--- src/rtl/logisim_tick_clock.sv ---
// Derived circuit clock driven by FPGATick strobes: programmable high/low tick counts,
// an initial phase delay and one-cycle edge strobes. Optional single-step: LOGISIM_TICK_CLOCK_STEP_EN.
module logisim_tick_clock #(
  parameter int unsigned HighTicks = 2,
  parameter int unsigned LowTicks  = 2,
  parameter int unsigned Phase     = 0,
  parameter int unsigned CntBits   = 8
) (
  input  logic FPGAClock,
  input  logic Reset,
  input  logic FPGATick,
  input  logic Run,
`ifdef LOGISIM_TICK_CLOCK_STEP_EN
  input  logic Step,
  output logic StepDone,
`endif
  output logic ClockOut,
  output logic RiseTick,
  output logic FallTick
);

  typedef enum logic [1:0] {
    S_DELAY = 2'd0,
    S_LOW   = 2'd1,
    S_HIGH  = 2'd2
  } state_t;

  localparam logic [CntBits-1:0] HIGH_RELOAD  = CntBits'(HighTicks - 32'd1);
  localparam logic [CntBits-1:0] LOW_RELOAD   = CntBits'(LowTicks - 32'd1);
  localparam logic [CntBits-1:0] PHASE_RELOAD = CntBits'((Phase > 0) ? (Phase - 32'd1) : 32'd0);
  localparam state_t             RESET_STATE  = (Phase > 0) ? S_DELAY : S_LOW;
  localparam logic [CntBits-1:0] RESET_CNT    = (Phase > 0) ? PHASE_RELOAD : LOW_RELOAD;

  if (HighTicks < 1 || LowTicks < 1) begin : g_param_check
    $error("logisim_tick_clock: HighTicks and LowTicks must both be >= 1");
  end

  state_t             state_q, state_d;
  logic [CntBits-1:0] cnt_q, cnt_d;
  logic               advance;
  logic               force_edge;
  logic               rise_d, fall_d;
  logic               pending_q, pending_d;
  logic               step_done_d;

  // Next-state: normal tick countdown, or a forced transition from a pending step
  always_comb begin
    state_d     = state_q;
    cnt_d       = cnt_q;
    rise_d      = 1'b0;
    fall_d      = 1'b0;
    pending_d   = pending_q;
    step_done_d = 1'b0;
    force_edge  = 1'b0;
    advance     = FPGATick && Run;

`ifdef LOGISIM_TICK_CLOCK_STEP_EN
    if (pending_q) begin
      if (Run) begin
        pending_d = 1'b0;
      end else if (FPGATick) begin
        force_edge  = 1'b1;
        pending_d   = 1'b0;
        step_done_d = 1'b1;
      end
    end else if (Step && !Run) begin
      pending_d = 1'b1;
    end
`endif

    if (advance || force_edge) begin
      case (state_q)
        S_DELAY: begin
          if (force_edge || cnt_q == '0) begin
            state_d = S_LOW;
            cnt_d   = LOW_RELOAD;
          end else begin
            cnt_d = cnt_q - CntBits'(1);
          end
        end
        S_LOW: begin
          if (force_edge || cnt_q == '0) begin
            state_d = S_HIGH;
            cnt_d   = HIGH_RELOAD;
            rise_d  = 1'b1;
          end else begin
            cnt_d = cnt_q - CntBits'(1);
          end
        end
        S_HIGH: begin
          if (force_edge || cnt_q == '0) begin
            state_d = S_LOW;
            cnt_d   = LOW_RELOAD;
            fall_d  = 1'b1;
          end else begin
            cnt_d = cnt_q - CntBits'(1);
          end
        end
        default: begin
          state_d = RESET_STATE;
          cnt_d   = RESET_CNT;
        end
      endcase
    end
  end

  always_ff @(posedge FPGAClock) begin
    if (Reset) begin
      state_q   <= RESET_STATE;
      cnt_q     <= RESET_CNT;
      ClockOut  <= 1'b0;
      RiseTick  <= 1'b0;
      FallTick  <= 1'b0;
      pending_q <= 1'b0;
    end else begin
      state_q   <= state_d;
      cnt_q     <= cnt_d;
      ClockOut  <= (state_d == S_HIGH);
      RiseTick  <= rise_d;
      FallTick  <= fall_d;
      pending_q <= pending_d;
    end
  end

`ifdef LOGISIM_TICK_CLOCK_STEP_EN
  always_ff @(posedge FPGAClock) begin
    if (Reset) begin
      StepDone <= 1'b0;
    end else begin
      StepDone <= step_done_d;
    end
  end
`endif

endmodule

--- config.mk ---
export PLATFORM = sky130hd
export DESIGN_NAME = logisim_tick_clock
export DESIGN_NICKNAME = d
export VERILOG_FILES = /design/src/rtl/logisim_tick_clock.sv
export SDC_FILE = /design/constraint.sdc
export NUM_CORES = 1
export LEC_CHECK = 0
export BUFFER_PORTS_ARGS = -buffer_cell sky130_fd_sc_hd__buf_4
export CORE_MARGIN = 3
export CORE_UTILIZATION = 40
export DETAILED_ROUTE_END_ITERATION = 16
export PLACE_DENSITY = 0.61
export SYNTH_ARGS = -nofsm -noshare
export SYNTH_HDL_FRONTEND = slang
export SYNTH_SLANG_ARGS = --single-unit
--- constraint.sdc ---
create_clock -name FPGAClock -period 3.1 [get_ports FPGAClock]
set_input_delay 0.62 -clock FPGAClock [delete_from_list [all_inputs] [get_ports FPGAClock]]
set_output_delay 0.62 -clock FPGAClock [all_outputs]
set_load 0.01 [all_outputs]
==> impl_results.md <==
* Synth Area in Compound Gates at 24.4%
* Initial antenna violation count at 0
* Largest family of logic cells by synthesized area: simple AND/OR/NAND/NOR gates
* Worst path arrival time at 2120 ps
* Outcome: completed
* Total power at 0.321 mW
* Longest Clk Path Bufs at 2
* ANT nets after route at 0
* Setup repair after global routing missed its margin: no
* Final TNS setup at 0 ps
* Ports at 7
* Initial Util at 46.1%
* # resized after CTS at 0
* Reg2Reg Setup Slack at 1110 ps
* Die width at 46.4 um
* Hold EP: cnt_q[1]
* FF-to-FF End: cnt_q[3]
* Mux contribution to synthesized area at 0%
* Slew Viols, Final at 0
* Critical path class: reg2reg
* Routed WL at 1330 um
* WP data required at 3230 ps
* Global route overflow at 0
* Drt pass-1 iters at 4
* Port Buffers at 6
* Hold Startpoint: cnt_q[1]
* Relative slew slack at 55.6%
* IR drop worst, VDD at 0.000232 V
* Global-route wire length before repair at 2340 um
* Routed length per instance at 14.4 um
* Clk_lat worst skew at 270 ps
* Crit share post-route at 64.1%
* Clock slew at reported path FFs at 80 ps
* Area Overhead vs Synth at 10.7%
* Leakage at 0.267 nW
* Core region area at 1420 um2
* Number of failing hold endpoints at the final stage at 0
* Pin count of the biggest net entering global routing at 14
* Synth Register Bits at 13
* Synth Net Count at 77
* Clock root buffer: clkbuf_4
* Synth Area in Simple Gates at 25.7%
* H-tree depth at 1
* Setup crit end kind: flop
* CTS Hold Bufs at 0
* Die H at 46.4 um
* Worst reg2reg path depth at 5
* DR vias/cell at 6.23
* Vias in the first global route at 492
* Total CTS buffers at 3
* Post-DP HPWL at 952 um
* Via count at 573
* Yosys warns at 0
* CTS tree: built
* Xor/xnor share of the synthesized area at 1.34%
* CTS Sinks at 13
* CP Launch Type: flop
* Reg2reg start: cnt_q[0]
* ANT cells at 0
* Layout cells sized above 1 at 19.5%
* Seq/Total Area, Yosys at 39.9%
* Worst hold slack at 491 ps
* WHS Path Cells at 2
* Adder-cell share of the synthesized area at 3.84%
* Drt first-iter violations at 14
* Die area at 2150 um2
* Total GRT Usage at 15.3%
* Max_cap viols at 0
* HP Class: reg2reg
* Fin crit period at 1990 ps
* Netlist Area Pre-Place at 652 um2
* Pwr dens at 444 nW/um2
* Actual slew at the worst max-slew pin at 658 ps
* Number of setup buffers added after CTS at 0
* Final Skew at 5.98 ps
* Max FO, Critical Path at 7
* Site Rows at 13
* Cell variety after synth at 34
* GP Congestion at 0.799
* Remaining DRCs at 0
* Fmax at 0.503 GHz
* Gate Count Post-Synth at 71
* Final setup viols at 0
* Nets at 84
* Syn_area_per_cell at 9.18 um2
metal layers:
metal  global-route usage (%)  vias up  wire length (um)
met1                     22.2      262               633
met3                     5.86        2                99
met2                     20.1       18               584
li1                         -      291                 -
met4                     5.68        0                 9
met5                        0        -                 0
sequential cells by signal (all words and copies together), names as in the netlist:
register	cells
state_q	2
FallTick	1
RiseTick	1
ClockOut	1
cnt_q	8
synthesized netlist by cell type (all sizes together):
| master | instances | area share [%] |
|---|---|---|
| nor3b | 1 | 1.2 |
| o21bai | 1 | 1.2 |
| dfxtp | 13 | 40 |
| o31ai | 3 | 3.5 |
| or2 | 1 | 0.96 |
| inv | 3 | 1.7 |
| or3b | 1 | 1.3 |
| nor2b | 1 | 0.96 |
| nand2 | 5 | 2.9 |
| nor4 | 2 | 1.9 |
| or3 | 4 | 4.2 |
| o2111ai | 1 | 1.3 |
| a21o | 1 | 1.2 |
| buf | 2 | 1.9 |
| nor2 | 1 | 0.58 |
| ha | 2 | 3.8 |
| a31oi | 1 | 0.96 |
| o21ai | 5 | 3.8 |
| nand4bb | 1 | 1.7 |
| o2111a | 1 | 1.7 |
| a211oi | 1 | 1.2 |
| nand2b | 1 | 0.96 |
| and2 | 1 | 0.96 |
| nand3 | 1 | 0.77 |
| or4 | 5 | 6.0 |
| clkbuf | 2 | 1.2 |
| a221oi | 5 | 6.7 |
| xor2 | 1 | 1.3 |
| a21oi | 2 | 1.5 |
| nor4b | 1 | 1.3 |
| a31o | 1 | 1.3 |
critical path, stage by stage (launching register included):
cell and delay, ps:
dfxtp_1 340, inv_1 90, ha_1 150, or3b_2 510, o21ai_0 560, a221oi_1 190
layout make-up:
class,instances,area [um2]
flip-flops and latches,13,260
multi-input cells,51,360
well taps,15,18.8
clock buffers,4,26.3
inverters,3,11.3
repair buffers,6,45.0
fillers,139,693
kinds of logic after synthesis:
group | Yosys count
flops | 13
compound gates | 22
fa+ha+maj | 2
xor+xnor | 1
buf+inv | 7
simple gates | 26
layout by cell type (no fill, tap or decap):
cell / Yosys / layout
nand2b_1: 1 / 1
or2_2: 1 / 1
nand2_1: 5 / 5
or3_1: 2 / 2
o21ai_0: 5 / 5
inv_1: 3 / 3
or3_2: 2 / 2
or3b_2: 1 / 1
or4_2: 1 / 1
nor2_1: 1 / 1
nand4bb_1: 1 / 1
o21bai_1: 1 / 1
clkbuf_4: 0 / 3
a21o_1: 1 / 1
a211oi_1: 1 / 1
o2111a_1: 1 / 1
or4_1: 4 / 4
ha_1: 2 / 2
xor2_1: 1 / 1
nand3_1: 1 / 1
a221oi_1: 5 / 5
nor4b_1: 1 / 1
nor4_1: 2 / 2
buf_4: 1 / 6
a31oi_1: 1 / 1
nor2b_1: 1 / 1
nor3b_1: 1 / 1
a21oi_1: 2 / 2
dfxtp_1: 13 / 13
and2_1: 1 / 1
o2111ai_1: 1 / 1
o31ai_1: 3 / 3
a31o_2: 1 / 1
clkbuf_1: 2 / 1
through the flow:
stage                     setup WS (ps)  instance area (um2)  utilization [%]  std cells
after floorplan                    1250                  652                -         71
after detailed placement           1100                  696             49.2         88
after CTS                          1100                  722             51.0         92
final                              1110                  722             51.0         92
after global placement             1140                  696             49.2         88
after global routing                944                  722             51.0         92
worst max-delay path by stage:
| stage | endpoint | slack (ps) | cells after the start | from |
|---|---|---|---|---|
| floorplan | state_q[0] | 1250 | 6 | cnt_q[0] |
| global placement | cnt_q[3] | 1140 | 5 | cnt_q[0] |
| detailed placement | cnt_q[3] | 1100 | 5 | cnt_q[0] |
| CTS | cnt_q[3] | 1100 | 5 | cnt_q[0] |
| global route | cnt_q[4] | 940 | 5 | cnt_q[0] |
| finish | cnt_q[3] | 1110 | 5 | cnt_q[0] |
power breakdown:
group	total, mW	switching (mW)	internal [mW]
Sequential	0.177	0.00511	0.172
Combinational	0.0414	0.0249	0.0165
Clock	0.102	0.0522	0.0499
Total	0.321	0.0823	0.238
No activity file was read; power rests on OpenSTA's default activity.
